==> src/rtl/pipelined_controller_if.sv <==
// Control/hazard bundle between pipelined_controller (slave) and the datapath (master).
// The datapath supplies the instruction, the compare result and write targets; it receives every control.
interface pipelined_controller_if #(
  parameter int unsigned REGW  = 5,
  parameter int unsigned ALUCW = 3
);
  logic [31:0]      instrD;
  logic             equalD;
  logic [REGW-1:0]  writeregE;
  logic [REGW-1:0]  writeregM;
  logic [REGW-1:0]  writeregW;

  logic             pcsrcD;
  logic             branchD;
  logic             jumpD;
  logic             regwriteD;
  logic             regwriteE;
  logic             regwriteM;
  logic             regwriteW;
  logic             memtoregE;
  logic             memtoregM;
  logic             memtoregW;
  logic             alusrcE;
  logic             regdstE;
  logic [ALUCW-1:0] alucontrolE;
  logic [REGW-1:0]  rs1D;
  logic [REGW-1:0]  rs2D;
  logic [REGW-1:0]  rs1E;
  logic [REGW-1:0]  rs2E;
  logic [1:0]       forwardAE;
  logic [1:0]       forwardBE;
  logic             stallF;
  logic             stallD;
  logic             flushE;
  logic             flushD;

  modport master (
    output instrD, equalD, writeregE, writeregM, writeregW,
    input  pcsrcD, branchD, jumpD, regwriteD,
    input  regwriteE, regwriteM, regwriteW,
    input  memtoregE, memtoregM, memtoregW,
    input  alusrcE, regdstE, alucontrolE,
    input  rs1D, rs2D, rs1E, rs2E,
    input  forwardAE, forwardBE,
    input  stallF, stallD, flushE, flushD
  );

  modport slave (
    input  instrD, equalD, writeregE, writeregM, writeregW,
    output pcsrcD, branchD, jumpD, regwriteD,
    output regwriteE, regwriteM, regwriteW,
    output memtoregE, memtoregM, memtoregW,
    output alusrcE, regdstE, alucontrolE,
    output rs1D, rs2D, rs1E, rs2E,
    output forwardAE, forwardBE,
    output stallF, stallD, flushE, flushD
  );
endinterface

==> src/rtl/pipelined_controller.sv <==
// MIPS-subset decode, E/M/W control pipeline, forwarding selects and load-use/branch hazard control.
module pipelined_controller #(
  parameter int unsigned REGW  = 5,
  parameter int unsigned ALUCW = 3
) (
  input  logic                 clk,
  input  logic                 reset,
  pipelined_controller_if.slave bus
);

  typedef enum logic [5:0] {
    opRtype = 6'b000000,
    opLw    = 6'b100011,
    opSw    = 6'b101011,
    opBeq   = 6'b000100,
    opAddi  = 6'b001000,
    opJ     = 6'b000010
  } opcodeT;

  typedef enum logic [5:0] {
    fnAdd = 6'b100000,
    fnSub = 6'b100010,
    fnAnd = 6'b100100,
    fnOr  = 6'b100101,
    fnSlt = 6'b101010
  } functT;

  logic [5:0]       op;
  logic [5:0]       funct;
  logic [REGW-1:0]  rs1D;
  logic [REGW-1:0]  rs2D;
  logic             unusedInstr;

  logic             regwriteDec;
  logic             memtoregDec;
  logic             alusrcDec;
  logic             regdstDec;
  logic             branchDec;
  logic             jumpDec;
  logic [ALUCW-1:0] aluDec;

  logic             regwriteE;
  logic             memtoregE;
  logic             alusrcE;
  logic             regdstE;
  logic [ALUCW-1:0] alucontrolE;
  logic [REGW-1:0]  rs1E;
  logic [REGW-1:0]  rs2E;
  logic             regwriteM;
  logic             memtoregM;
  logic             regwriteW;
  logic             memtoregW;

  logic             lwStall;
  logic             branchStall;
  logic             stall;
  logic             pcsrcD;

  assign op          = bus.instrD[31:26];
  assign funct       = bus.instrD[5:0];
  assign rs1D        = REGW'(bus.instrD[25:21]);
  assign rs2D        = REGW'(bus.instrD[20:16]);
  assign unusedInstr = ^bus.instrD[15:6];

  always_comb begin
    regwriteDec = 1'b0;
    memtoregDec = 1'b0;
    alusrcDec   = 1'b0;
    regdstDec   = 1'b0;
    branchDec   = 1'b0;
    jumpDec     = 1'b0;
    aluDec      = '0;
    case (op)
      opRtype: begin
        regwriteDec = 1'b1;
        regdstDec   = 1'b1;
        case (funct)
          fnAdd:   aluDec = ALUCW'(3'b010);
          fnSub:   aluDec = ALUCW'(3'b110);
          fnAnd:   aluDec = ALUCW'(3'b000);
          fnOr:    aluDec = ALUCW'(3'b001);
          fnSlt:   aluDec = ALUCW'(3'b111);
          default: aluDec = ALUCW'(3'b010);
        endcase
      end
      opLw: begin
        regwriteDec = 1'b1;
        alusrcDec   = 1'b1;
        memtoregDec = 1'b1;
        aluDec      = ALUCW'(3'b010);
      end
      opSw: begin
        alusrcDec = 1'b1;
        aluDec    = ALUCW'(3'b010);
      end
      opBeq: begin
        branchDec = 1'b1;
        aluDec    = ALUCW'(3'b110);
      end
      opAddi: begin
        regwriteDec = 1'b1;
        alusrcDec   = 1'b1;
        aluDec      = ALUCW'(3'b010);
      end
      opJ: jumpDec = 1'b1;
      default: ;
    endcase
  end

  // $0 is hard-wired, so a write to it never creates a real dependency.
  function automatic logic writesEither(input logic rw, input logic [REGW-1:0] wr,
                                        input logic [REGW-1:0] a, input logic [REGW-1:0] b);
    return rw && (wr != '0) && ((wr == a) || (wr == b));
  endfunction

  function automatic logic [1:0] fwdSel(input logic [REGW-1:0] src,
                                        input logic rwM, input logic [REGW-1:0] wrM,
                                        input logic rwW, input logic [REGW-1:0] wrW);
    if (writesEither(rwM, wrM, src, src))
      return 2'b10;
    else if (writesEither(rwW, wrW, src, src))
      return 2'b01;
    else
      return 2'b00;
  endfunction

  always_comb begin
    lwStall     = memtoregE && ((rs2E == rs1D) || (rs2E == rs2D));
    branchStall = branchDec &&
                  (writesEither(regwriteE, bus.writeregE, rs1D, rs2D) ||
                   writesEither(regwriteM, bus.writeregM, rs1D, rs2D));
    stall       = lwStall | branchStall;
    // A branch resolves only once its operands are no longer in flight.
    pcsrcD      = branchDec & bus.equalD & ~branchStall;
  end

  always_ff @(posedge clk or negedge reset) begin
    if (!reset) begin
      regwriteE   <= 1'b0;
      memtoregE   <= 1'b0;
      alusrcE     <= 1'b0;
      regdstE     <= 1'b0;
      alucontrolE <= '0;
      rs1E        <= '0;
      rs2E        <= '0;
      regwriteM   <= 1'b0;
      memtoregM   <= 1'b0;
      regwriteW   <= 1'b0;
      memtoregW   <= 1'b0;
    end else begin
      if (stall) begin
        regwriteE   <= 1'b0;
        memtoregE   <= 1'b0;
        alusrcE     <= 1'b0;
        regdstE     <= 1'b0;
        alucontrolE <= '0;
        rs1E        <= '0;
        rs2E        <= '0;
      end else begin
        regwriteE   <= regwriteDec;
        memtoregE   <= memtoregDec;
        alusrcE     <= alusrcDec;
        regdstE     <= regdstDec;
        alucontrolE <= aluDec;
        rs1E        <= rs1D;
        rs2E        <= rs2D;
      end
      regwriteM <= regwriteE;
      memtoregM <= memtoregE;
      regwriteW <= regwriteM;
      memtoregW <= memtoregM;
    end
  end

  assign bus.pcsrcD      = pcsrcD;
  assign bus.branchD     = branchDec;
  assign bus.jumpD       = jumpDec;
  assign bus.regwriteD   = regwriteDec;
  assign bus.flushD      = pcsrcD | jumpDec;
  assign bus.rs1D        = rs1D;
  assign bus.rs2D        = rs2D;
  assign bus.regwriteE   = regwriteE;
  assign bus.regwriteM   = regwriteM;
  assign bus.regwriteW   = regwriteW;
  assign bus.memtoregE   = memtoregE;
  assign bus.memtoregM   = memtoregM;
  assign bus.memtoregW   = memtoregW;
  assign bus.alusrcE     = alusrcE;
  assign bus.regdstE     = regdstE;
  assign bus.alucontrolE = alucontrolE;
  assign bus.rs1E        = rs1E;
  assign bus.rs2E        = rs2E;
  assign bus.forwardAE   = fwdSel(rs1E, regwriteM, bus.writeregM, regwriteW, bus.writeregW);
  assign bus.forwardBE   = fwdSel(rs2E, regwriteM, bus.writeregM, regwriteW, bus.writeregW);
  assign bus.stallF      = stall;
  assign bus.stallD      = stall;
  assign bus.flushE      = stall;

endmodule

==> src/flat_wrapper.sv <==
// flat-port wrapper written by rule: the top's interface ports become plain ports
module pipelined_controller_flat 
#(
  parameter int unsigned REGW  = 5,
  parameter int unsigned ALUCW = 3
)
  (clk, reset, bus_instrD, bus_equalD, bus_writeregE, bus_writeregM, bus_writeregW, bus_pcsrcD, bus_branchD, bus_jumpD, bus_regwriteD, bus_regwriteE, bus_regwriteM, bus_regwriteW, bus_memtoregE, bus_memtoregM, bus_memtoregW, bus_alusrcE, bus_regdstE, bus_alucontrolE, bus_rs1D, bus_rs2D, bus_rs1E, bus_rs2E, bus_forwardAE, bus_forwardBE, bus_stallF, bus_stallD, bus_flushE, bus_flushD);
  pipelined_controller_if #(.REGW(REGW), .ALUCW(ALUCW)) bus_i ();
  input  logic clk;
  input  logic reset;
  input wire logic [$bits(bus_i.instrD)-1:0] bus_instrD;
  input wire logic [$bits(bus_i.equalD)-1:0] bus_equalD;
  input wire logic [$bits(bus_i.writeregE)-1:0] bus_writeregE;
  input wire logic [$bits(bus_i.writeregM)-1:0] bus_writeregM;
  input wire logic [$bits(bus_i.writeregW)-1:0] bus_writeregW;
  output wire logic [$bits(bus_i.pcsrcD)-1:0] bus_pcsrcD;
  output wire logic [$bits(bus_i.branchD)-1:0] bus_branchD;
  output wire logic [$bits(bus_i.jumpD)-1:0] bus_jumpD;
  output wire logic [$bits(bus_i.regwriteD)-1:0] bus_regwriteD;
  output wire logic [$bits(bus_i.regwriteE)-1:0] bus_regwriteE;
  output wire logic [$bits(bus_i.regwriteM)-1:0] bus_regwriteM;
  output wire logic [$bits(bus_i.regwriteW)-1:0] bus_regwriteW;
  output wire logic [$bits(bus_i.memtoregE)-1:0] bus_memtoregE;
  output wire logic [$bits(bus_i.memtoregM)-1:0] bus_memtoregM;
  output wire logic [$bits(bus_i.memtoregW)-1:0] bus_memtoregW;
  output wire logic [$bits(bus_i.alusrcE)-1:0] bus_alusrcE;
  output wire logic [$bits(bus_i.regdstE)-1:0] bus_regdstE;
  output wire logic [$bits(bus_i.alucontrolE)-1:0] bus_alucontrolE;
  output wire logic [$bits(bus_i.rs1D)-1:0] bus_rs1D;
  output wire logic [$bits(bus_i.rs2D)-1:0] bus_rs2D;
  output wire logic [$bits(bus_i.rs1E)-1:0] bus_rs1E;
  output wire logic [$bits(bus_i.rs2E)-1:0] bus_rs2E;
  output wire logic [$bits(bus_i.forwardAE)-1:0] bus_forwardAE;
  output wire logic [$bits(bus_i.forwardBE)-1:0] bus_forwardBE;
  output wire logic [$bits(bus_i.stallF)-1:0] bus_stallF;
  output wire logic [$bits(bus_i.stallD)-1:0] bus_stallD;
  output wire logic [$bits(bus_i.flushE)-1:0] bus_flushE;
  output wire logic [$bits(bus_i.flushD)-1:0] bus_flushD;
  assign bus_i.instrD = bus_instrD;
  assign bus_i.equalD = bus_equalD;
  assign bus_i.writeregE = bus_writeregE;
  assign bus_i.writeregM = bus_writeregM;
  assign bus_i.writeregW = bus_writeregW;
  assign bus_pcsrcD = bus_i.pcsrcD;
  assign bus_branchD = bus_i.branchD;
  assign bus_jumpD = bus_i.jumpD;
  assign bus_regwriteD = bus_i.regwriteD;
  assign bus_regwriteE = bus_i.regwriteE;
  assign bus_regwriteM = bus_i.regwriteM;
  assign bus_regwriteW = bus_i.regwriteW;
  assign bus_memtoregE = bus_i.memtoregE;
  assign bus_memtoregM = bus_i.memtoregM;
  assign bus_memtoregW = bus_i.memtoregW;
  assign bus_alusrcE = bus_i.alusrcE;
  assign bus_regdstE = bus_i.regdstE;
  assign bus_alucontrolE = bus_i.alucontrolE;
  assign bus_rs1D = bus_i.rs1D;
  assign bus_rs2D = bus_i.rs2D;
  assign bus_rs1E = bus_i.rs1E;
  assign bus_rs2E = bus_i.rs2E;
  assign bus_forwardAE = bus_i.forwardAE;
  assign bus_forwardBE = bus_i.forwardBE;
  assign bus_stallF = bus_i.stallF;
  assign bus_stallD = bus_i.stallD;
  assign bus_flushE = bus_i.flushE;
  assign bus_flushD = bus_i.flushD;
  pipelined_controller #(.REGW(REGW), .ALUCW(ALUCW)) u_core (.clk(clk), .reset(reset), .bus(bus_i));
endmodule
==> config.mk <==
export PLATFORM = sky130hd
export DESIGN_NAME = pipelined_controller_flat
export DESIGN_NICKNAME = d
export VERILOG_FILES = /design/src/rtl/pipelined_controller_if.sv /design/src/rtl/pipelined_controller.sv /design/src/flat_wrapper.sv
export SDC_FILE = /design/constraint.sdc
export NUM_CORES = 1
export LEC_CHECK = 0
export ABC_AREA = 1
export CAP_MARGIN = 20
export CORE_ASPECT_RATIO = 0.5
export CORE_MARGIN = 10
export CORE_UTILIZATION = 44
export CTS_BUF_LIST = sky130_fd_sc_hd__clkbuf_4
export DETAILED_ROUTE_END_ITERATION = 6
export GPL_ROUTABILITY_DRIVEN = 1
export GPL_TIMING_DRIVEN = 0
export PLACE_DENSITY = 0.95
export SLEW_MARGIN = 20
export SYNTH_ARGS = -nofsm -noshare
export SYNTH_HDL_FRONTEND = slang
export SYNTH_SLANG_ARGS = --single-unit
export TNS_END_PERCENT = 5
==> constraint.sdc <==
create_clock -name clk -period 2.6 [get_ports clk]
set_input_delay 0.52 -clock clk [delete_from_list [all_inputs] [get_ports clk]]
set_output_delay 0.52 -clock clk [all_outputs]
set_load 0.05 [all_outputs]
# --- Word-level counts from Yosys, hierarchy flattened ---
# Index checks and enable logic that the tools add are counted.
classes:
  eq_ne: 19
  n_mux: 19
  n_bitwise: 5
  reduce_logical: 21
ops:
  columns: ["operator", "count"]
  rows:
  - ["5-bit == test", 10]
  - ["6-bit == test, second input constant", 6]
  - ["5-bit nonzero test", 3]
  - ["1-bit 2-to-1 mux", 12]
  - ["3-bit one-hot mux with 4 select lines", 1]
  - ["1-bit logical AND", 11]
  - ["5-bit 2-to-1 mux", 2]
  - ["3-bit one-hot mux with 3 select lines", 1]
  - ["6-bit by 2-bit == test with 1-bit output, second input constant", 1]
  - ["6-bit by 3-bit == test with 1-bit output, second input constant", 1]
  - ["6-bit by 4-bit == test with 1-bit output, second input constant", 1]
  - ["6-bit logical NOT", 1]
  - ["3-bit OR reduction", 2]
  - ["1-bit logical OR", 4]
  - ["2-bit 2-to-1 mux", 2]
  - ["3-bit 2-to-1 mux", 1]
  - ["1-bit AND", 2]
  - ["1-bit bitwise OR", 2]
  - ["1-bit NOT", 1]
totals:
  reg_bits: 21
  input_bits: 50
  out_inout_bits: 43
  word_cells: 75

# --- Longest topological paths before layout ---
# Gate-level depths: netlist of run 1.
depth:
  ltp_word: 8
  ltp_mapped: 13
  ltp_nobuf: 11

# --- Worst setup path after synthesis of run 1 ---
# Ideal clock, no wire load.
synth_timing:
  path_type: "flip-flop to output port"
  start: "register u_core.rs2E[0], in the netlist u_core.bus.rs2E[0]"
  end: "output port bus_forwardBE[0]"
  arrival_ns: 3.305
  required_ns: 2.080
  path_slack_ns: -1.225
  path_stages_with_launch: 6
  path_buffers: 1
  path_cell_list: "dfrtp_1 clkbuf_2 xnor2_1 nand3_1 nor4_1 nor2_1"
synth_via:
  elab_chain_cells: 4
  elab_cells_between_ends: 6
  classes_between: "2 x eq/ne; 2 x mux; 2 x reduce/logical"
synth_rtl:
  columns: ["element", "line_no", "text"]
  rows:
  - ["start, declared", "pipelined_controller.sv:48", "logic [REGW-1:0] rs2E;"]
  - ["start signal, assigned", "pipelined_controller.sv:166", "rs2E <= rs2D;"]
  - ["5-bit == test", "pipelined_controller.sv:113", "return rw && (wr != '0) && ((wr == a) || (wr == b));"]
  - ["1-bit logical AND", "pipelined_controller.sv:113", null]
  - ["1-bit 2-to-1 mux", "pipelined_controller.sv:121", "else if (writesEither(rwW, wrW, src, src))"]
  - ["2-bit 2-to-1 mux *", "pipelined_controller.sv:119", "if (writesEither(rwM, wrM, src, src))"]
  - ["end, declared", "flat_wrapper.sv:34", "output wire logic [$bits(bus_i.forwardBE)-1:0] bus_forwardBE;"]
# Every way passes the cells marked *; elsewhere a longest branch is shown, timed or not.

# --- Worst setup path in the final report of run 1 ---
layout_timing:
  start: "input port bus_instrD[31]"
  end: "output port bus_stallD"
layout_via:
  elab_chain_cells: 4
layout_rtl:
  columns: ["element", "line_no", "text"]
  rows:
  - ["start, declared", "flat_wrapper.sv:11", "input wire logic [$bits(bus_i.instrD)-1:0] bus_instrD;"]
  - ["6-bit by 3-bit == test with 1-bit output", "pipelined_controller.sv:73", "case (op)"]
  - ["1-bit 2-to-1 mux", "pipelined_controller.sv:73", null]
  - ["1-bit logical AND", "pipelined_controller.sv:129", "branchStall = branchDec &&"]
  - ["1-bit bitwise OR", "pipelined_controller.sv:132", "stall = lwStall | branchStall;"]
  - ["end, declared", "flat_wrapper.sv:36", "output wire logic [$bits(bus_i.stallD)-1:0] bus_stallD;"]
# Every way passes these cells.

==> qor.csv, run 1 <==
stage;metric;value;unit
routing;totalWireLength;5970;microns
setup_path;critPathArrivalTime;2030;ps
place;gp_congestion;0.9491;
grt;grt_util_all_layers;0.1671;
grt;grt_max_degree;22;
die;die_w;109.2;microns
timing;setup_ws;47.72;ps
finish;drive_gt1_frac;0.2113;
finish;multi_input_area;987.2;sq um
finish;fin_area;2654;sq um
place;dp.final_hpwl;4911;microns
setup_path;worstSetupEndpointType;output port;
timing;worstMarginPinSlew;961.8;ps
place;place_area;2635;sq um
die;start_util;0.4530;
die;die_y;64.60;microns
synthesis;ys_ff_latch;21;
routing;ant_nets;0;
synthesis;synth_cells;250;
clock_tree;cts_made_buffers;3;
synthesis;yosysUniqueCellTypes;26;
pwr;power;0.8624;mW
worst_hold_path;worstHoldPathType;reg2reg;
pwr;p_per_area;325.0;nW/um^2
status;status;completed;
synthesis;yosysSeqAreaShare;0.3002;
routing;avgViaCountPerCell;4.726;
die;num_rows;16;
place;preCtsSetupSlack;-1116;ps
clock_tree;cts_hold_buf;0;
clock_tree;cts_tree;yes;
grt;grt_pass1_wl;9618;microns
synthesis;synth_fp_nets;300;
grt;grt_pass1_vias;1954;
clock_tree;cts.clk_slew.worst_paths;120;ps
timing;post-route-period-util;0.9816;
timing;hold_violations;0;
synthesis;syn_area;1750;sq um
routing;dr_total_vias;1843;
timing;tns;0;ps
timing;whs;400.5;ps
clock_tree;h-tree-depth;1;
place;dp.cells;382;
routing;routedWlPerCell;15.31;microns
timing;period_needed;2552;ps
synthesis;synth.avg_cell_area;7.002;sq um
finish;final_cell_count_no_fill;390;
finish;postLayoutCoreUtil;0.6869;
job;maxCapViolCount;0;
place;io_buffer_count;78;
timing;skew;4.634;ps
setup_path;crit_slowest_cell;clkdlybuf4s50_1;
pwr;vdd_ir_drop_max;207.3;uV
setup_path;critPathKind;in2out;
setup_path;required;2080;ps
setup_path;cpPeakStageDelay;450;ps
timing;drv_slew;0;
setup_path;cp_max_fo;5;
die;coreArea;3864;sq um
finish;antennaDiodeCount;0;
clock_tree;cts-root-buf;clkbuf_4;
routing;dr.pass1.iters;4;
finish;seq_area;525.5;sq um
finish;area_growth;51.61;%
routing;drc;0;
routing;drt-initial-drc-count;170;
grt;grt-ovfl-total;0;
die;dieArea;7054;sq um
clock_tree;clock_sinks;21;
finish;final_nets;387;
die;num_io_pins;93;
synthesis;yosysWarnings;0;
finish;fillers;305;
timing;rsz0062_at_grt;yes;
timing;timing.fmax;391.8;MHz
grt;antenna_found_initial;0;
clock_tree;worstSkewPairLatency;300;ps
setup_path;cp_cell_sequence;clkdlybuf4s50_1, nor2_1, nand3_2, nor3_4, nand2_2, nand2_4, buf_12, buf_4, buf_6;
timing;finalSetupViolations;0;
timing;maxSlewHeadroom;0.3568;
clock_tree;cts_buffer_depth;2;
pwr;leakagePower;1.354;nW
setup_path;worstSetupStartpointType;primary input;
[cell usage in the layout (no fill, tap or decap), types with 5 or more instances in the layout]
| master | instances |
|---|---|
| clkbuf_4 | 5 |
| inv_1 | 35 |
| xor2_1 | 14 |
| nand2_1 | 58 |
| buf_4 | 20 |
| clkdlybuf4s50_1 | 50 |
| nand3_1 | 12 |
| dfrtp_1 | 21 |
| nor2_1 | 33 |
| clkbuf_2 | 9 |
| nor2_2 | 8 |
| xnor2_1 | 18 |
| dlygate4sd2_1 | 8 |
[cells in the mapped netlist, drive strengths merged]
cell | n | share of area
buf | 17 | 0.082
nand2 | 62 | 0.14
dfrtp | 21 | 0.30
xor2 | 14 | 0.070
inv | 38 | 0.081
nand4 | 4 | 0.014
nor3 | 7 | 0.029
or2 | 1 | 0.0036
xnor2 | 18 | 0.090
o21bai | 1 | 0.0043
nand3 | 13 | 0.037
clkbuf | 1 | 0.0029
o21ai | 4 | 0.011
a31oi | 1 | 0.0036
a21oi | 1 | 0.0029
nor4 | 3 | 0.011
nor2 | 44 | 0.12
[cell type report]
cell class / count / area share
buffer: 18 / 0.05611
clock buffer: 4 / 0.01132
inverter: 38 / 0.05375
timing repair buffer: 82 / 0.2834
tap: 54 / 0.02546
multi-input combinational: 173 / 0.3720
sequential: 21 / 0.1980
[sequential cells by signal (all words and copies together), names as in the netlist]
name / count
u_core.bus.rs2E: 5
u_core.bus.alucontrolE: 3
u_core.bus.regwriteM: 1
u_core.bus.rs1E: 5
u_core.bus.memtoregM: 1
u_core.bus.regwriteE: 1
u_core.bus.alusrcE: 1
u_core.bus.regwriteW: 1
u_core.bus.regdstE: 1
u_core.bus.memtoregW: 1
u_core.bus.memtoregE: 1
[worst paths after layout]
path / start / end / slack [ps] / depth (start not counted)
max: bus_instrD[31] / bus_stallD / 50 / 9
min: u_core.bus.memtoregM$_DFF_PN0_ / u_core.bus.memtoregW$_DFF_PN0_ / 400 / 0
max reg2reg: u_core.bus.rs2E[0]$_DFF_PN0_ / u_core.bus.rs1E[0]$_DFF_PN0_ / 910 / 11
min reg2reg: u_core.bus.memtoregM$_DFF_PN0_ / u_core.bus.memtoregW$_DFF_PN0_ / 400 / 0
max in group asynchronous: reset / u_core.bus.regwriteE$_DFF_PN0_ / 1280 / 1
min in group asynchronous: reset / u_core.bus.rs1E[4]$_DFF_PN0_ / 740 / 1
[power breakdown]
part | switching (mW) | internal (mW)
sequential | 0.0165 | 0.337
clock | 0.0951 | 0.0701
combinational | 0.203 | 0.140
[worst max-delay path: cells and delay by family]
| kind | cells | cell delay [ps] |
|---|---|---|
| buf+inv | 4 | 780 |
| simple gates | 5 | 720 |
[logic make-up (layout without fill, tap and decap cells)]
| family | after synthesis | after routing | share of synthesized area |
|---|---|---|---|
| AO/OA/AOI/OAI | 7 | 7 | 0.02216 |
| buffers and inverters | 56 | 142 | 0.1665 |
| XOR/XNOR | 32 | 32 | 0.1601 |
| AND/OR/NAND/NOR | 134 | 134 | 0.3510 |
| flip-flops | 21 | 21 | 0.3002 |
[metal layers]
metal  part of all wire  routed length, microns  GRT usage
met1               0.38                    2284     0.1854
met2               0.54                    3206     0.3214
met3              0.067                     402    0.03057
met4              0.013                      76    0.04194
met5                  0                       0          0
[repair_timing]
item	4_1_cts	5_1_grt
setup buffers	3	1
setup endpoints to repair	16	8
resized for setup	74	28
pin swaps	1	2
No activity file was read; power rests on OpenSTA's default activity.
==> run 2: changes to the inputs <==
--- a/config.mk
+++ b/config.mk
@@ -7,9 +7,11 @@
 export LEC_CHECK = 0
 export ABC_AREA = 1
 export CAP_MARGIN = 20
+export CELL_PAD_IN_SITES_DETAIL_PLACEMENT = 1
+export CELL_PAD_IN_SITES_GLOBAL_PLACEMENT = 2
 export CORE_ASPECT_RATIO = 0.5
 export CORE_MARGIN = 10
-export CORE_UTILIZATION = 44
+export CORE_UTILIZATION = 22
 export CTS_BUF_LIST = sky130_fd_sc_hd__clkbuf_4
 export DETAILED_ROUTE_END_ITERATION = 6
 export GPL_ROUTABILITY_DRIVEN = 1
==> qor.csv, run 2 (synthesis gave the netlist of run 1 again) <==
stage;metric;value;unit;change
setup_path;r2r_slack;870;ps;was 910 ps
timing;timing.fmax;396.1;MHz;was 391.8 MHz
setup_path;critPathBufInv;5;;was 4
routing;dr_total_vias;1817;;was 1843
timing;period_needed;2524;ps;was 2552 ps
clock_tree;h-tree-depth;1;;unchanged
job;maxCapViolCount;0;;unchanged
timing;finalSetupViolations;0;;unchanged
die;num_io_pins;93;;unchanged
timing;setup_ws;75.60;ps;was 47.72 ps
routing;routedWlPerCell;14.95;microns;was 15.31 microns
status;status;completed;;unchanged
finish;layout_commonest_cell;nand2_1;;unchanged
die;dieArea;12140;sq um;was 7054 sq um
clock_tree;cts_made_buffers;3;;unchanged
setup_path;required;2080;ps;about the same
clock_tree;cts-root-buf;clkbuf_4;;unchanged
grt;grt_pass1_wl;10630;microns;was 9618 microns
timing;rsz0062_at_grt;yes;;unchanged
setup_path;cp_cell_sequence;dlygate4sd2_1, inv_1, nand2_1, nand2_1, nor2_1, nand3_1, nand2_1, nand2_1, nand2_2, nand2_2, nand2_4, buf_12, buf_4, buf_8;;was clkdlybuf4s50_1, nor2_1, nand3_2, nor3_4, nand2_2, nand2_4, buf_12, buf_4, buf_6
finish;drive_gt1_frac;0.1905;;was 0.2113
routing;dr.pass1.iters;4;;unchanged
setup_path;cp_max_fo;5;;unchanged
routing;drt-initial-drc-count;30;;was 170
timing;worstMarginPinSlew;547.6;ps;was 961.8 ps
setup_path;critPathArrivalTime;2000;ps;was 2030 ps
grt;grt_max_degree;22;;unchanged
place;place_area;2703;sq um;was 2635 sq um
pwr;power;0.8768;mW;was 0.8624 mW
timing;maxSlewHeadroom;0.6338;;was 0.3568
setup_path;r2r_start;u_core.bus.rs2E[0]$_DFF_PN0_;;unchanged
finish;reg_top3;u_core.bus.rs1E x5, u_core.bus.rs2E x5, u_core.bus.alucontrolE x3;;unchanged
setup_path;worstSetupStartpointType;primary input;;unchanged
clock_tree;cts_buffer_depth;2;;unchanged
die;coreArea;7515;sq um;was 3864 sq um
setup_path;worstSetupEndpointType;output port;;unchanged
routing;ant_nets;0;;unchanged
die;die_w;146.1;microns;was 109.2 microns
timing;skew;12.01;ps;was 4.634 ps
clock_tree;clock_sinks;21;;unchanged
finish;final_nets;387;;unchanged
place;dp.final_hpwl;5619;microns;was 4911 microns
grt;grt_util_all_layers;0.1070;;was 0.1671
timing;hold_violations;0;;unchanged
finish;area_growth;56.11;%;was 51.61%
grt;grt-ovfl-total;0;;unchanged
clock_tree;cts.clk_slew.worst_paths;130;ps;was 120 ps
finish;mostFrequentLayoutCells;nand2_1, clkdlybuf4s50_1, inv_1;;unchanged
grt;antenna_found_initial;0;;unchanged
timing;drv_slew;0;;unchanged
finish;antennaDiodeCount;0;;unchanged
setup_path;crit_slowest_cell;dlygate4sd2_1;;was clkdlybuf4s50_1
setup_path;r2r_cells;11;;unchanged
setup_path;worstReg2RegEnd;u_core.bus.alucontrolE[1]$_DFF_PN0_;;was u_core.bus.rs1E[0]$_DFF_PN0_
timing;post-route-period-util;0.9709;;was 0.9816
pwr;p_per_area;320.8;nW/um^2;was 325.0 nW/um^2
die;die_y;83.08;microns;was 64.60 microns
routing;drc;0;;unchanged
place;preCtsSetupSlack;-1074;ps;was -1116 ps
setup_path;critPathKind;in2out;;unchanged
routing;totalWireLength;6637;microns;was 5970 microns
worst_hold_path;worstHoldPathType;in2async;;was reg2reg
clock_tree;cts_hold_buf;0;;unchanged
grt;grt_pass1_vias;2024;;was 1954
place;gp_congestion;0.8023;;was 0.9491
clock_tree;worstSkewPairLatency;320;ps;was 300 ps
clock_tree;cts_tree;yes;;unchanged
setup_path;crit_family;buffers and inverters;;unchanged
setup_path;cpPeakStageDelay;320;ps;was 450 ps
place;io_buffer_count;78;;unchanged
routing;avgViaCountPerCell;4.092;;was 4.726
die;start_util;0.2329;;was 0.4530
setup_path;crit_top_cell;nand2_1;;
pwr;vdd_ir_drop_max;136.6;uV;was 207.3 uV
finish;fin_area;2733;sq um;was 2654 sq um
pwr;leakagePower;1.369;nW;was 1.354 nW
die;num_rows;22;;was 16
## run 2: cell count changes in the layout (fill, tap and decap cells not counted), sizes merged
cell,delta
clkbuf,-3
clkdlybuf4s50,-2
clkdlybuf4s15,+2
buf,+1
dlymetal6s2s,+2
## run 2: worst max path at each step
| stage | from | endpoint | slack (ps) | cells past startpoint |
|---|---|---|---|---|
| 2_1_floorplan | bus_instrD[27] | bus_flushD | -200 | 4 |
| 4_1_cts | bus_writeregE[3] | bus_stallD | -80 | 14 |
| 5_1_grt | u_core.bus.rs2E[0]$_DFF_PN0_ | bus_forwardBE[1] | -110 | 5 |
| 6_report | bus_instrD[18] | bus_stallD | 80 | 14 |
| 3_5_place_dp | bus_instrD[16] | bus_stallF | -1070 | 14 |
| 3_3_place_gp | bus_instrD[17] | bus_stallD | -1040 | 14 |
## run 2: worst reg2reg max path: stages (launching register included)
cell and delay, ps:
dfrtp_1 400, clkbuf_2 170, inv_1 80, nor2_1 50, nor3_2 200, nand3_1 100, nand2_1 110, nand2_1 90
nand2_4 80, buf_12 100, buf_4 230, nor2_2 40
## run 2: per-stage QoR
| stage | util | instances | hold WS [ps] | setup TNS [ps] |
|---|---|---|---|---|
| 2_1_floorplan | - | 250 | 224.4 | -300.6 |
| 3_3_place_gp | 0.3596 | 436 | 355.7 | -6835 |
| 3_5_place_dp | 0.3596 | 436 | 373.3 | -7388 |
| 4_1_cts | 0.3633 | 442 | 403.0 | -271.1 |
| 5_1_grt | 0.3636 | 444 | 170.9 | -256.1 |
| 6_report | 0.3636 | 444 | 138.2 | 0 |
## run 2: repair_timing
item	CTS	global route
resized for setup	67	31
pin swaps	2	3
endpoints found under the setup margin	15	12
buffers inserted	2	2
## run 2: cell type report
class / count / area (sq um)
fillers: 932 / 4782
multi-input cells: 173 / 982.2
repair buffers: 82 / 768.2
flip-flops and latches: 21 / 525.5
plain buffers: 18 / 148.9
inverters: 38 / 142.6
well taps: 108 / 135.1
clock buffers: 4 / 30.03
## run 2: layer usage
| layer | vias to the layer above | routed length, microns | track usage |
|---|---|---|---|
| li1 | 910 | - | - |
| met1 | 857 | 2688 | 0.1111 |
| met2 | 43 | 3505 | 0.2037 |
| met3 | 7 | 374 | 0.03409 |
| met4 | 0 | 68 | 0.02691 |
| met5 | - | 0 | 0 |
## run 2: report_power, final
part | switching [mW] | total (mW) | internal [mW]
logic | 0.204 | 0.344 | 0.141
clock network | 0.110 | 0.180 | 0.0706
registers | 0.0149 | 0.352 | 0.337
total | 0.328 | 0.877 | 0.548
